## src/rtl/mc_pkg.sv

```systemverilog
// Shared definitions for the multi-cycle CPU control unit: opcodes, state
// encodings, select codes and the control word driven by the decoder.
package mc_pkg;

    localparam int OP_W = 6;
    localparam int ST_W = 4;

    localparam logic [OP_W-1:0] OP_ADD   = 6'b000000;
    localparam logic [OP_W-1:0] OP_SUB   = 6'b000001;
    localparam logic [OP_W-1:0] OP_ADDIU = 6'b000010;
    localparam logic [OP_W-1:0] OP_AND   = 6'b010000;
    localparam logic [OP_W-1:0] OP_ANDI  = 6'b010001;
    localparam logic [OP_W-1:0] OP_ORI   = 6'b010010;
    localparam logic [OP_W-1:0] OP_XORI  = 6'b010011;
    localparam logic [OP_W-1:0] OP_SLL   = 6'b011000;
    localparam logic [OP_W-1:0] OP_SLTI  = 6'b100110;
    localparam logic [OP_W-1:0] OP_SLT   = 6'b100111;
    localparam logic [OP_W-1:0] OP_SW    = 6'b110000;
    localparam logic [OP_W-1:0] OP_LW    = 6'b110001;
    localparam logic [OP_W-1:0] OP_BEQ   = 6'b110100;
    localparam logic [OP_W-1:0] OP_BNE   = 6'b110101;
    localparam logic [OP_W-1:0] OP_BLTZ  = 6'b110110;
    localparam logic [OP_W-1:0] OP_J     = 6'b111000;
    localparam logic [OP_W-1:0] OP_JR    = 6'b111001;
    localparam logic [OP_W-1:0] OP_JAL   = 6'b111010;
    localparam logic [OP_W-1:0] OP_HALT  = 6'b111111;

    typedef enum logic [ST_W-1:0] {
        S_IF     = 4'b0000,
        S_ID     = 4'b0001,
        S_EXE_LS = 4'b0010,
        S_MEM    = 4'b0011,
        S_WB_LD  = 4'b0100,
        S_EXE_BR = 4'b0101,
        S_EXE_AL = 4'b0110,
        S_WB_AL  = 4'b0111,
        S_HALT   = 4'b1000
    } state_e;

    localparam logic [2:0] ALU_ADD = 3'b000;
    localparam logic [2:0] ALU_SUB = 3'b001;
    localparam logic [2:0] ALU_SLL = 3'b010;
    localparam logic [2:0] ALU_OR  = 3'b011;
    localparam logic [2:0] ALU_AND = 3'b100;
    localparam logic [2:0] ALU_SLT = 3'b101;
    localparam logic [2:0] ALU_XOR = 3'b111;

    localparam logic [1:0] PC_NEXT   = 2'b00;
    localparam logic [1:0] PC_BRANCH = 2'b01;
    localparam logic [1:0] PC_RS     = 2'b10;
    localparam logic [1:0] PC_JUMP   = 2'b11;

    localparam logic [1:0] RD_RA = 2'b00;
    localparam logic [1:0] RD_RT = 2'b01;
    localparam logic [1:0] RD_RD = 2'b10;

    typedef struct packed {
        logic       pc_wre;
        logic       ir_wre;
        logic       reg_wre;
        logic       mem_rd;
        logic       mem_wr;
        logic       alu_src_a;
        logic       alu_src_b;
        logic       ext_sel;
        logic       db_data_src;
        logic       wr_reg_d_src;
        logic [1:0] reg_dst;
        logic [1:0] pc_src;
        logic [2:0] alu_op;
    } ctrl_t;

    function automatic logic is_rtype(input logic [OP_W-1:0] op);
        case (op)
            OP_ADD, OP_SUB, OP_AND, OP_SLL, OP_SLT: return 1'b1;
            default:                                return 1'b0;
        endcase
    endfunction

    function automatic logic is_itype_alu(input logic [OP_W-1:0] op);
        case (op)
            OP_ADDIU, OP_ANDI, OP_ORI, OP_XORI, OP_SLTI: return 1'b1;
            default:                                     return 1'b0;
        endcase
    endfunction

    function automatic logic is_ls(input logic [OP_W-1:0] op);
        return (op == OP_SW) || (op == OP_LW);
    endfunction

    function automatic logic is_branch(input logic [OP_W-1:0] op);
        return (op == OP_BEQ) || (op == OP_BNE) || (op == OP_BLTZ);
    endfunction

endpackage

```

## src/rtl/mc_ctrl_decode.sv

```systemverilog
// Combinational control-word decode from the current state, the latched
// opcode and the ALU flags.
module mc_ctrl_decode
    import mc_pkg::*;
(
    input  state_e          state_i,
    input  logic [OP_W-1:0] opcode_i,
    input  logic            zero_i,
    input  logic            sign_i,
    output ctrl_t           ctrl_o
);

    logic alu_r;
    logic alu_i;
    logic br_taken;

    assign alu_r = is_rtype(opcode_i);
    assign alu_i = is_itype_alu(opcode_i);

    always_comb begin
        br_taken = 1'b0;
        case (opcode_i)
            OP_BEQ:  br_taken = zero_i;
            OP_BNE:  br_taken = ~zero_i;
            OP_BLTZ: br_taken = sign_i;
            default: br_taken = 1'b0;
        endcase
    end

    always_comb begin
        ctrl_o = '0;
        case (state_i)
            S_IF: ctrl_o.ir_wre = 1'b1;

            S_ID: begin
                if (opcode_i == OP_J) begin
                    ctrl_o.pc_wre = 1'b1;
                    ctrl_o.pc_src = PC_JUMP;
                end else if (opcode_i == OP_JR) begin
                    ctrl_o.pc_wre = 1'b1;
                    ctrl_o.pc_src = PC_RS;
                end else if (opcode_i == OP_JAL) begin
                    ctrl_o.pc_wre       = 1'b1;
                    ctrl_o.pc_src       = PC_JUMP;
                    ctrl_o.reg_wre      = 1'b1;
                    ctrl_o.reg_dst      = RD_RA;
                    ctrl_o.wr_reg_d_src = 1'b0;
                end else if (!(alu_r || alu_i || is_ls(opcode_i) ||
                               is_branch(opcode_i) || opcode_i == OP_HALT)) begin
                    // Undefined opcodes retire as a NOP.
                    ctrl_o.pc_wre = 1'b1;
                    ctrl_o.pc_src = PC_NEXT;
                end
            end

            // ALU controls stay valid through write-back so the result bus holds.
            S_EXE_AL, S_WB_AL: begin
                ctrl_o.alu_src_b = alu_i;
                ctrl_o.ext_sel   = (opcode_i == OP_ADDIU) || (opcode_i == OP_SLTI);
                ctrl_o.alu_src_a = (opcode_i == OP_SLL);
                case (opcode_i)
                    OP_SUB:          ctrl_o.alu_op = ALU_SUB;
                    OP_SLL:          ctrl_o.alu_op = ALU_SLL;
                    OP_ORI:          ctrl_o.alu_op = ALU_OR;
                    OP_AND, OP_ANDI: ctrl_o.alu_op = ALU_AND;
                    OP_SLT, OP_SLTI: ctrl_o.alu_op = ALU_SLT;
                    OP_XORI:         ctrl_o.alu_op = ALU_XOR;
                    default:         ctrl_o.alu_op = ALU_ADD;
                endcase
                if (state_i == S_WB_AL) begin
                    ctrl_o.reg_wre      = 1'b1;
                    ctrl_o.db_data_src  = 1'b0;
                    ctrl_o.wr_reg_d_src = 1'b1;
                    ctrl_o.reg_dst      = alu_r ? RD_RD : RD_RT;
                    ctrl_o.pc_wre       = 1'b1;
                    ctrl_o.pc_src       = PC_NEXT;
                end
            end

            S_EXE_LS, S_MEM, S_WB_LD: begin
                ctrl_o.alu_op    = ALU_ADD;
                ctrl_o.alu_src_b = 1'b1;
                ctrl_o.ext_sel   = 1'b1;
                if (state_i == S_MEM) begin
                    if (opcode_i == OP_LW) begin
                        ctrl_o.mem_rd = 1'b1;
                    end else begin
                        ctrl_o.mem_wr = (opcode_i == OP_SW);
                        ctrl_o.pc_wre = 1'b1;
                    end
                end else if (state_i == S_WB_LD) begin
                    ctrl_o.mem_rd       = 1'b1;
                    ctrl_o.reg_wre      = 1'b1;
                    ctrl_o.db_data_src  = 1'b1;
                    ctrl_o.wr_reg_d_src = 1'b1;
                    ctrl_o.reg_dst      = RD_RT;
                    ctrl_o.pc_wre       = 1'b1;
                end
            end

            S_EXE_BR: begin
                ctrl_o.alu_op  = ALU_SUB;
                ctrl_o.ext_sel = 1'b1;
                ctrl_o.pc_wre  = 1'b1;
                ctrl_o.pc_src  = br_taken ? PC_BRANCH : PC_NEXT;
            end

            default: ctrl_o = '0;
        endcase
    end

endmodule

```

## src/rtl/multi_cycle_ctrl.sv

```systemverilog
// Multi-cycle CPU control unit: state register and next-state logic; all
// outputs are decoded combinationally by mc_ctrl_decode.
//
// state  | meaning
// IF     | fetch, latch IR
// ID     | decode; jumps, jal and NOP retire here
// EXE_AL | ALU operation
// WB_AL  | ALU result write-back
// EXE_LS | load/store address calculation
// MEM    | data memory access; sw retires here
// WB_LD  | load write-back
// EXE_BR | branch compare and PC update
// HALT   | stopped until reset
module multi_cycle_ctrl
    import mc_pkg::*;
#(
    parameter int OP_W = mc_pkg::OP_W,
    parameter int ST_W = mc_pkg::ST_W
) (
    input  logic            clk,
    input  logic            rst,
    input  logic [OP_W-1:0] opcode,
    input  logic            zero,
    input  logic            sign,
    output logic            pc_wre,
    output logic            ir_wre,
    output logic            reg_wre,
    output logic            mem_rd,
    output logic            mem_wr,
    output logic            alu_src_a,
    output logic            alu_src_b,
    output logic            ext_sel,
    output logic            db_data_src,
    output logic            wr_reg_d_src,
    output logic [1:0]      reg_dst,
    output logic [1:0]      pc_src,
    output logic [2:0]      alu_op,
    output logic [ST_W-1:0] state
);

    state_e state_q;
    state_e state_d;
    ctrl_t  ctrl;

    always_comb begin
        state_d = S_IF;
        case (state_q)
            S_IF: state_d = S_ID;
            S_ID: begin
                if (is_rtype(opcode) || is_itype_alu(opcode)) state_d = S_EXE_AL;
                else if (is_ls(opcode))                      state_d = S_EXE_LS;
                else if (is_branch(opcode))                  state_d = S_EXE_BR;
                else if (opcode == OP_HALT)                  state_d = S_HALT;
                else                                         state_d = S_IF;
            end
            S_EXE_AL: state_d = S_WB_AL;
            S_EXE_LS: state_d = S_MEM;
            S_MEM:    state_d = (opcode == OP_LW) ? S_WB_LD : S_IF;
            S_HALT:   state_d = S_HALT;
            default:  state_d = S_IF;
        endcase
    end

    always_ff @(posedge clk or negedge rst) begin
        if (!rst) state_q <= S_IF;
        else      state_q <= state_d;
    end

    mc_ctrl_decode u_decode (
        .state_i  (state_q),
        .opcode_i (opcode),
        .zero_i   (zero),
        .sign_i   (sign),
        .ctrl_o   (ctrl)
    );

    assign pc_wre       = ctrl.pc_wre;
    assign ir_wre       = ctrl.ir_wre;
    assign reg_wre      = ctrl.reg_wre;
    assign mem_rd       = ctrl.mem_rd;
    assign mem_wr       = ctrl.mem_wr;
    assign alu_src_a    = ctrl.alu_src_a;
    assign alu_src_b    = ctrl.alu_src_b;
    assign ext_sel      = ctrl.ext_sel;
    assign db_data_src  = ctrl.db_data_src;
    assign wr_reg_d_src = ctrl.wr_reg_d_src;
    assign reg_dst      = ctrl.reg_dst;
    assign pc_src       = ctrl.pc_src;
    assign alu_op       = ctrl.alu_op;
    assign state        = state_q;

endmodule

```

## config.mk

```make
export PLATFORM = sky130hd
export DESIGN_NAME = multi_cycle_ctrl
export DESIGN_NICKNAME = d
export VERILOG_FILES = /design/src/rtl/mc_pkg.sv /design/src/rtl/mc_ctrl_decode.sv /design/src/rtl/multi_cycle_ctrl.sv
export SDC_FILE = /design/constraint.sdc
export NUM_CORES = 1
export LEC_CHECK = 0
export BUFFER_PORTS_ARGS = -buffer_cell sky130_fd_sc_hd__buf_2
export CAP_MARGIN = 20
export CORE_AREA = 2 2 46 48
export DETAILED_ROUTE_END_ITERATION = 8
export DIE_AREA = 0 0 48 50
export GPL_TIMING_DRIVEN = 0
export PLACE_DENSITY = 0.76
export SYNTH_ARGS = -nofsm -noshare
export SYNTH_HDL_FRONTEND = slang
export SYNTH_SLANG_ARGS = --single-unit
export TNS_END_PERCENT = 20
```

## constraint.sdc

```tcl
create_clock -name clk -period 1.5 [get_ports clk]
set_input_delay 0.225 -clock clk [delete_from_list [all_inputs] [get_ports clk]]
set_output_delay 0.225 -clock clk [all_outputs]
set_load 0.01 [all_outputs]
```

==> out/summary.txt, run 1 <==
Peak supply drop: 0.579 mV
Max Root-Sink Buffers: 2
CTS Buf Count: 3
Gp weighted congestion: 0.898
Final hold vios: 0
Outcome: complete, but fails checks
Initial antenna violation count: 0
Worst r2r src: state[0]$_DFF_PN0_
Pre-CTS WS: -0.214 ns
Number of port buffers: 28
CTS tree: yes
Pwr/cell area: 1220 nW/µm²
Syn Nets: 116
Cells after DPL: 161
Syn. warnings: 0
DRC: 0
Post-route ant nets: 0
Final setup margin: -0.375 ns
Fmax: 0.533 GHz
Tmin final: 1.88 ns
GRT Resource Usage Total: 22.8%
Gate Count Post-Synth: 106
Fin nets: 159
Filler instances: 173
Crit path buf inv count: 3
Crit-path cells: buf_6 -> inv_6 -> nand2_2 -> or4_1 -> o32ai_2 -> buf_2
CP Capture Type: output pin
Slowest-stage cell, CP: or4_1
Slew Viols, Final: 0
Ports: 31
Sequential fraction of the synthesis area: 14.0%
Number of distinct library cells after synthesis: 39
Detailed-route wire length: 2610 µm
GRT overflow: 0
Vias post-DR: 1006
Starting Density: 37.6%
Clock slew at reported path FFs: 0.04 ns
Share of cells above drive strength 1: 50.3%
Vias per Instance: 5.78
Syn avg cell area: 6.75 µm²
Clk_skew: 0.0101 ns
Die Ht: 50 µm
Largest register FFs: 4
Worst Setup Start Kind: flip-flop
Wire per inst: 15.0 µm
Final Setup Violations: 17
Slowest Stage Delay on Critical Path: 0.42 ns
P&R area growth vs syn: 57.0%
Core box area: 1900 µm²
Critical path type: flip-flop to output pin
Period utilization: 125%
RSZ-0062 raised after global routing: yes
Worst R2R Path Depth: 7
Largest net degree at the start of global routing: 11
Clk_lat worst skew: 0.24 ns
Clock root cell: clkbuf_4
Vias in the first global route: 934
Leakage Power: 0.542 nW
Hold Crit Class: primary input to async pin
Hold WS: 0.322 ns
CP arrival: 1.65 ns
Die ar.: 2400 µm²
Worst slew pin tran: 0.392 ns
H-tree level count: 1
Rows: 16
Synthesized area: 716 µm²
Ys flop type: dfrtp_1
CP delay by family, top: simple AND/OR/NAND/NOR gates
Reg2reg setup slack: 0.07 ns
FF-to-FF End: state[2]$_DFF_PN0_
ANT cells: 0
Die width: 48 µm
WP data required: 1.27 ns
Initial drt markers: 34
First-pass DRT Iterations: 4
Relative slew slack: 73.8%
Non-Filler Instances: 174
CP max FO: 8
Detail Placement HPWL: 1620 µm
Max-cap violation count: 0
EDFF count, synth: 0
Async SR Flop Fraction: 100%
Failing checks: negative setup slack
Clock sink count: 4
Synth Register Bits: 4
First-pass GRT wire length: 4050 µm
-- repair_timing --
item	CTS	global route
hold endpoints to repair	4	0
resized for setup	17	9
hold buffers	1	0
pin swaps	7	4
endpoints found under the setup margin	17	19
buffers inserted	8	1
-- synthesized netlist by cell type (3+ instances only) --
library cell  number  area share (%)
a21oi_1           12             8.4
nand2_1           11             5.8
nor2_1            10             5.2
nor3_1             9             6.3
buf_2              4             2.8
dfrtp_1            4              14
nand2b_1           4             3.5
nor2b_1            4             3.5
nor4_1             4             3.5
and3_1             3             2.6
inv_1              3             1.6
mux2i_1            3             4.2
o21ai_0            3             2.1
-- worst max-delay path by stage --
stage	from	to	slack (ns)	cells past startpoint
final	state[1]$_DFF_PN0_	pc_wre	-0.38	6
after global routing	state[1]$_DFF_PN0_	pc_src[0]	-0.49	7
after CTS	state[1]$_DFF_PN0_	pc_wre	-0.35	6
after detailed placement	state[1]$_DFF_PN0_	pc_wre	-0.21	7
after global placement	state[0]$_DFF_PN0_	pc_wre	-0.18	7
after floorplan	state[1]$_DFF_PN0_	pc_src[0]	-0.03	6
-- per-layer routing --
metal  wire length (µm)  GRT usage [%]  share of wire (%)
met5                  0              0                  0
met1               1050           28.1                 40
met4                 52           13.1                2.0
met3                133           2.56                5.1
met2               1370           36.2                 53
-- where the power goes --
group	switching (mW)	total [mW]	internal [mW]
registers	0.0294	0.170	0.141
logic	0.570	1.06	0.490
clock network	0.0487	0.139	0.0898
-- logic make-up after synthesis --
| group | Yosys count | synth area share [%] |
|---|---|---|
| mux | 3 | 4.20 |
| simple gates | 56 | 44.2 |
| compound gates | 28 | 25.2 |
| xor+xnor | 1 | 1.22 |
| flops | 4 | 14.0 |
| buf+inv | 14 | 11.2 |
-- cell usage in the layout, fill, tap and decap left out, drive strengths merged, types with 4 or more instances in the layout --
| master | synthesis | routed |
|---|---|---|
| nor3 | 9 | 9 |
| inv | 4 | 4 |
| nor2 | 10 | 10 |
| nor4 | 4 | 4 |
| nand2 | 12 | 12 |
| buf | 8 | 45 |
| nor2b | 4 | 4 |
| clkbuf | 2 | 5 |
| a21oi | 12 | 12 |
| dfrtp | 4 | 4 |
| nand2b | 4 | 4 |
-- per-stage QoR --
stage / util (%) / area, µm² / total power, mW / setup TNS (ns)
after floorplan: - / 751 / 0.668 / -0.0682
after global placement: 48.6 / 925 / 0.880 / -0.932
after detailed placement: 48.6 / 925 / 0.891 / -1.09
after CTS: 56.8 / 1080 / 1.25 / -2.79
after global routing: 59.1 / 1120 / 1.46 / -4.21
final: 59.1 / 1120 / 1.37 / -2.87
-- final cells by class --
cell class	count	area, µm²	area share, %
repair buffers	38	224	19.9
plain buffers	10	81.3	7.24
flip-flops and latches	4	101	9.02
inverters	4	20.0	1.78
multi-input cells	88	641	57.0
well taps	27	33.8	3.01
clock buffers	3	22.5	2.00
No activity file was read; power rests on OpenSTA's default activity.
==> inputs of run 2 (changes only) <==
--- a/config.mk
+++ b/config.mk
@@ -15,4 +15,3 @@
 export SYNTH_ARGS = -nofsm -noshare
 export SYNTH_HDL_FRONTEND = slang
 export SYNTH_SLANG_ARGS = --single-unit
-export TNS_END_PERCENT = 20
==> out/summary.txt, run 2 (synthesized netlist as in run 1, its figures left out) <==
Peak supply drop: 0.673 mV (was 0.579 mV)
Crit. Startpoint: state[1]$_DFF_PN0_ (unchanged)
FF-to-FF End: state[3]$_DFF_PN0_ (was state[2]$_DFF_PN0_)
CP arrival: 1.74 ns (was 1.65 ns)
Max Root-Sink Buffers: 2 (unchanged)
Hold Crit Class: primary input to async pin (unchanged)
Wire per inst: 16.8 µm (was 15.0 µm)
Leakage Power: 0.627 nW (was 0.542 nW)
Commonest non-fill, non-tap cell in the layout: buf_2 (unchanged)
Final Core Density: 69.7% (was 59.1%)
Final Setup Violations: 17 (unchanged)
Slowest Stage Delay on Critical Path: 0.38 ns (was 0.42 ns)
Core box area: 1900 µm² (unchanged)
Initial antenna violation count: 0 (unchanged)
Pwr/cell area: 1300 nW/µm² (was 1220 nW/µm²)
RSZ-0062 raised after global routing: yes (unchanged)
Setup TNS: -4.15 ns (was -2.87 ns)
Reg2reg setup slack: 0.05 ns (was 0.07 ns)
Relative slew slack: 70.5% (was 73.8%)
Die ar.: 2400 µm² (unchanged)
Worst r2r src: state[3]$_DFF_PN0_ (was state[0]$_DFF_PN0_)
Ports: 31 (unchanged)
Outcome: complete, but fails checks (unchanged)
Tmin final: 1.97 ns (was 1.88 ns)
CP Capture Point: pc_src[0] (was pc_wre)
CTS Buf Count: 3 (unchanged)
Detail Placement HPWL: 1710 µm (was 1620 µm)
Critical path type: flip-flop to output pin (unchanged)
Max-cap violation count: 0 (unchanged)
GRT Resource Usage Total: 22.9% (was 22.8%)
Post-route ant nets: 0 (unchanged)
Period utilization: 131% (was 125%)
P&R area growth vs syn: 85.3% (was 57.0%)
Crit-path cells: buf_6 -> nor2_4 -> nand2_2 -> nor3_4 -> nand4_1 -> o21ai_2 -> buf_2 (was buf_6 -> inv_6 -> nand2_2 -> or4_1 -> o32ai_2 -> buf_2)
GRT overflow: 0 (unchanged)
DRC: 0 (unchanged)
CP Capture Type: output pin (unchanged)
First-pass GRT wire length: 4110 µm (was 4050 µm)
H-tree level count: 1 (unchanged)
Fin nets: 170 (was 159)
Non-Filler Instances: 185 (was 174)
Rows: 16 (unchanged)
Final hold vios: 0 (unchanged)
WP data required: 1.27 ns (about the same)
First-pass DRT Iterations: 4 (unchanged)
Initial drt markers: 34 (unchanged)
Slew Viols, Final: 0 (unchanged)
CP max FO: 4 (was 8)
Die Ht: 50 µm (unchanged)
Largest register FFs: 4 (unchanged)
Clock sink count: 4 (unchanged)
Fmax: 0.509 GHz (was 0.533 GHz)
Worst Setup Start Kind: flip-flop (unchanged)
Die width: 48 µm (unchanged)
Clk_skew: 0.000560 ns (was 0.0101 ns)
Largest net degree at the start of global routing: 11 (unchanged)
Detailed-route wire length: 3110 µm (was 2610 µm)
Final setup margin: -0.466 ns (was -0.375 ns)
Vias in the first global route: 939 (was 934)
Gp weighted congestion: 0.915 (was 0.898)
Vias per Instance: 5.90 (was 5.78)
Vias post-DR: 1092 (was 1006)
Number of port buffers: 28 (unchanged)
Starting Density: 37.6% (unchanged)
Failing checks: negative setup slack (unchanged)
Clock root cell: clkbuf_4 (unchanged)
Cells after DPL: 161 (unchanged)
ANT cells: 0 (unchanged)
Worst slew pin tran: 0.441 ns (was 0.392 ns)
Share of cells above drive strength 1: 59.5% (was 50.3%)
Clk_lat worst skew: 0.24 ns (about the same)
Hold WS: 0.317 ns (was 0.322 ns)
Commonest cells after routing, fill and taps aside: buf_2, buf_4, buf_6, a21oi_1 (was buf_2, buf_4, a21oi_1, nand2_1, nor2_1)
Worst R2R Path Depth: 4 (was 7)
Clock slew at reported path FFs: 0.04 ns (about the same)
CTS tree: yes (unchanged)
Slowest-stage cell, CP: dfrtp_1 (was or4_1)
run 2: final cells by class:
type	instances	area, µm²
multi-input combinational	88	712
fill	140	576
timing repair buffer	49	353
sequential	4	101
buffer	10	81.3
tap	27	33.8
clock buffer	3	22.5
inverter	4	22.5
run 2: worst max-delay path, delay by kind of cell (launching register included):
family,cells,cell delay (ns)
compound gates,1,0.22
buf+inv,2,0.29
simple gates,4,0.61
flops,1,0.38
run 2: timing repair:
item,CTS,global route
setup endpoints to repair,17,18
pin swaps,10,7
buffers inserted,10,10
hold buffers,1,0
gates resized for setup,26,19
hold endpoints to repair,4,0
gates cloned,0,0
run 2: layer usage:
layer,track usage [%],vias to the layer above,wire length [µm]
met2,38.0,73,1570
met3,1.83,20,195
li1,-,496,-
met5,0,-,0
met1,28.1,503,1170
met4,11.3,0,183
run 2: worst min-delay path by stage:
stage	slack [ns]	endpoint	cells past startpoint	from
floorplan	-0.07	state[0]$_DFF_PN0_	0	rst
global placement	0.03	state[2]$_DFF_PN0_	1	rst
detailed placement	0.04	state[1]$_DFF_PN0_	1	rst
CTS	0.32	state[0]$_DFF_PN0_	2	rst
global route	0.35	state[1]$_DFF_PN0_	2	rst
finish	0.32	state[1]$_DFF_PN0_	2	rst
run 2: per-stage QoR:
stage	worst slack, ns	instance area [µm²]	power, mW
floorplan	-0.00749	761	0.692
global placement	-0.233	935	0.910
detailed placement	-0.252	935	0.919
CTS	-0.343	1140	1.38
global route	-0.532	1330	1.83
finish	-0.466	1330	1.73
run 2: report_power, final:
| group | internal, mW | total [mW] | switching (mW) |
|---|---|---|---|
| registers | 0.141 | 0.173 | 0.0322 |
| clock network | 0.0898 | 0.139 | 0.0493 |
| logic | 0.716 | 1.42 | 0.702 |
==> inputs of run 3 (changes only) <==
--- a/config.mk
+++ b/config.mk
@@ -5,13 +5,14 @@
 export SDC_FILE = /design/constraint.sdc
 export NUM_CORES = 1
 export LEC_CHECK = 0
+export ABC_AREA = 1
 export BUFFER_PORTS_ARGS = -buffer_cell sky130_fd_sc_hd__buf_2
 export CAP_MARGIN = 20
-export CORE_AREA = 2 2 46 48
+export CORE_AREA = 2 2 44 46
 export DETAILED_ROUTE_END_ITERATION = 8
-export DIE_AREA = 0 0 48 50
+export DIE_AREA = 0 0 46 48
 export GPL_TIMING_DRIVEN = 0
-export PLACE_DENSITY = 0.76
+export PLACE_DENSITY = 0.77
 export SYNTH_ARGS = -nofsm -noshare
 export SYNTH_HDL_FRONTEND = slang
 export SYNTH_SLANG_ARGS = --single-unit
==> out/summary.txt, run 3 <==
Outcome: complete, but fails checks (unchanged)
Failing checks: negative setup slack (unchanged)
Initial antenna violation count: 0 (unchanged)
Detail Placement HPWL: 1590 µm (was 1710 µm)
Most used cell, CP: nor2_4
Most frequent cell after synthesis: nand2_1 (was a21oi_1)
First-pass GRT wire length: 3020 µm (was 4110 µm)
Internal power: 0.628 mW (was 0.947 mW)
Final Core Density: 62.1% (was 69.7%)
Core box area: 1690 µm² (was 1900 µm²)
Slowest Stage Delay on Critical Path: 0.44 ns (was 0.38 ns)
Sequential fraction of the synthesis area: 15.5% (was 14.0%)
Die Ht: 48 µm (was 50 µm)
Crit path buf inv count: 2 (unchanged)
Hold Crit Class: primary input to async pin (unchanged)
Worst Setup Start Kind: flip-flop (unchanged)
CP Capture Type: output pin (unchanged)
Gate Count Post-Synth: 115 (was 106)
Initial drt markers: 23 (was 34)
Critical path type: flip-flop to output pin (unchanged)
Cell taking the most area after synthesis: dfrtp_1 (unchanged)
Synth Register Bits: 4 (unchanged)
Commonest non-fill, non-tap cell in the layout: buf_2 (unchanged)
Commonest cells after routing, fill and taps aside: buf_2, nand2_1, nand3_1, inv_1 (was buf_2, buf_4, buf_6, a21oi_1)
Clk network pwr share: 11.1% (was 8.0%)
Vias in the first global route: 761 (was 939)
CTS tree: yes (unchanged)
DRC: 0 (unchanged)
Vias post-DR: 959 (was 1092)
Number of port buffers: 30 (was 28)
FF-to-FF End: state[2]$_DFF_PN0_ (was state[3]$_DFF_PN0_)
Relative slew slack: 77.8% (was 70.5%)
Wire per inst: 12.5 µm (was 16.8 µm)
Clock root cell: clkbuf_4 (unchanged)
Top cells by area, synth: dfrtp_1, nand2_1, nand3_1 (was dfrtp_1, a21oi_1, nor3_1)
Post-route ant nets: 0 (unchanged)
CP max FO: 4 (unchanged)
Ys flop type: dfrtp_1 (unchanged)
Final Setup Violations: 15 (was 17)
Die ar.: 2210 µm² (was 2400 µm²)
Final setup margin: -0.327 ns (was -0.466 ns)
Commonest cells post-synth: nand2_1, nor2_1, inv_1, nand3_1, nor2_2 (was a21oi_1, nand2_1, nor2_1)
Slew Viols, Final: 0 (unchanged)
Vias per Instance: 5.33 (was 5.90)
Clk_skew: 0.00881 ns (was 0.000560 ns)
Starting Density: 38.2% (was 37.6%)
Syn Nets: 125 (was 116)
Largest register FFs: 4 (unchanged)
Clk_lat worst skew: 0.24 ns (about the same)
Ports: 31 (unchanged)
Crit. Startpoint: state[3]$_DFF_PN0_ (was state[1]$_DFF_PN0_)
Synthesized area: 646 µm² (was 716 µm²)
Detailed-route wire length: 2260 µm (was 3110 µm)
Period utilization: 122% (was 131%)
Number of distinct library cells after synthesis: 25 (was 39)
Peak supply drop: 0.703 mV (was 0.673 mV)
Die width: 46 µm (was 48 µm)
CP delay by family, top: simple AND/OR/NAND/NOR gates (unchanged)
Net Switching: 0.605 mW (was 0.784 mW)
Synth top area share: 15.5% (was 14.0%)
Setup TNS: -2.52 ns (was -4.15 ns)
EDFF count, synth: 0 (unchanged)
WP data required: 1.27 ns (about the same)
Async SR Flop Fraction: 100% (unchanged)
Share of cells above drive strength 1: 50.9% (was 59.5%)
Fin nets: 175 (was 170)
GRT Resource Usage Total: 19.1% (was 22.9%)
Final hold vios: 0 (unchanged)
ANT cells: 0 (unchanged)
Clock slew at reported path FFs: 0.04 ns (about the same)
Max-cap violation count: 0 (unchanged)
Fmax: 0.547 GHz (was 0.509 GHz)
P&R area growth vs syn: 62.6% (was 85.3%)
Leakage Power: 0.611 nW (was 0.627 nW)
Crit-path cells: nor2_4 -> inv_2 -> nor3_4 -> nand2_2 -> nor2_4 -> nor3_1 -> nand2_1 -> buf_2 (was buf_6 -> nor2_4 -> nand2_2 -> nor3_4 -> nand4_1 -> o21ai_2 -> buf_2)
Worst slew pin tran: 0.331 ns (was 0.441 ns)
Rows: 15 (was 16)
Syn avg cell area: 5.61 µm² (was 6.75 µm²)
Largest net degree at the start of global routing: 9 (was 11)
Worst r2r src: state[3]$_DFF_PN0_ (unchanged)
Max Root-Sink Buffers: 2 (unchanged)
Slowest-stage cell, CP: dfrtp_2 (was dfrtp_1)
H-tree level count: 1 (unchanged)
Tmin final: 1.83 ns (was 1.97 ns)
GRT overflow: 0 (unchanged)
Flop pwr share: 15.4% (was 10.0%)
Reg2reg setup slack: 0.17 ns (was 0.05 ns)
CTS Buf Count: 3 (unchanged)
Gp weighted congestion: 0.813 (was 0.915)
Syn. warnings: 0 (unchanged)
Clock sink count: 4 (unchanged)
RSZ-0062 raised after global routing: yes (unchanged)
Worst R2R Path Depth: 5 (was 4)
Comb pwr share: 73.5% (was 81.9%)
Switching part of the total: 49.1% (was 45.3%)
First-pass DRT Iterations: 4 (unchanged)
Pwr/cell area: 1170 nW/µm² (was 1300 nW/µm²)
CP arrival: 1.60 ns (was 1.74 ns)
run 3: changes by cell type after synthesis, sizes merged, moves of 8 or more:
cell   change
a21oi     -11
buf        -8
inv       +15
nand2     +14
nand3     +16
nor2      +17
run 3: cells by family (layout without fill, tap and decap cells):
| group | count (synthesis) | in the layout | synth area share, % |
|---|---|---|---|
| and+or+nand+nor | 78 | 78 | 59.5 |
| buffers and inverters | 19 | 67 | 11.0 |
| DFF | 4 | 4 | 15.5 |
| AOI/OAI and AO/OA | 14 | 14 | 14.0 |
run 3: repair_timing:
item | CTS | global route
endpoints found under the setup margin | 14 | 16
buffers inserted | 10 | 4
resized for setup | 17 | 11
hold endpoints to repair | 4 | 0
hold buffers | 1 | 0
pin swaps | 4 | 1
run 3: final cells by class:
type	count	area (µm²)
Fill cell	148	639
Multi-Input combinational cell	92	551
Timing Repair Buffer	45	279
Sequential cell	4	103
Inverter	19	73.8
Clock buffer	3	22.5
Tap cell	17	21.3
run 3: stage by stage:
stage / cells / hold WS [ns] / total power, mW / worst slack, ns / area [µm²]
after floorplan: 115 / -0.0706 / 0.609 / 0.0523 / 648
after global placement: 162 / 0.0270 / 0.807 / -0.0381 / 820
after detailed placement: 162 / 0.0335 / 0.833 / -0.0744 / 820
after CTS: 176 / 0.325 / 1.13 / -0.276 / 975
after global routing: 180 / 0.338 / 1.31 / -0.419 / 1050
final: 180 / 0.329 / 1.23 / -0.327 / 1050
run 3: power by group through the flow:
stage	registers, mW	clock network [mW]	logic (mW)
finish	0.190	0.137	0.906
floorplan	0.193	0	0.416
detailed placement	0.181	0	0.652
CTS	0.179	0.139	0.815
global placement	0.179	0	0.629
global route	0.195	0.151	0.969
run 3: worst max-delay path by stage:
stage,endpoint,slack (ns),depth (start not counted)
after floorplan,pc_wre,0.05,7
after global placement,pc_wre,-0.04,8
after detailed placement,pc_wre,-0.07,8
after CTS,pc_wre,-0.28,7
after global routing,pc_wre,-0.42,8
final,pc_wre,-0.33,8
run 3: metal layers:
metal	share of wire (%)	routed length [µm]	track usage, %	up-vias
li1	-	-	-	475
met1	39	870	20.1	443
met2	56	1270	38.9	37
met3	4.2	94	2.64	4
met4	1.1	24	5.14	0
met5	0	0	0	-
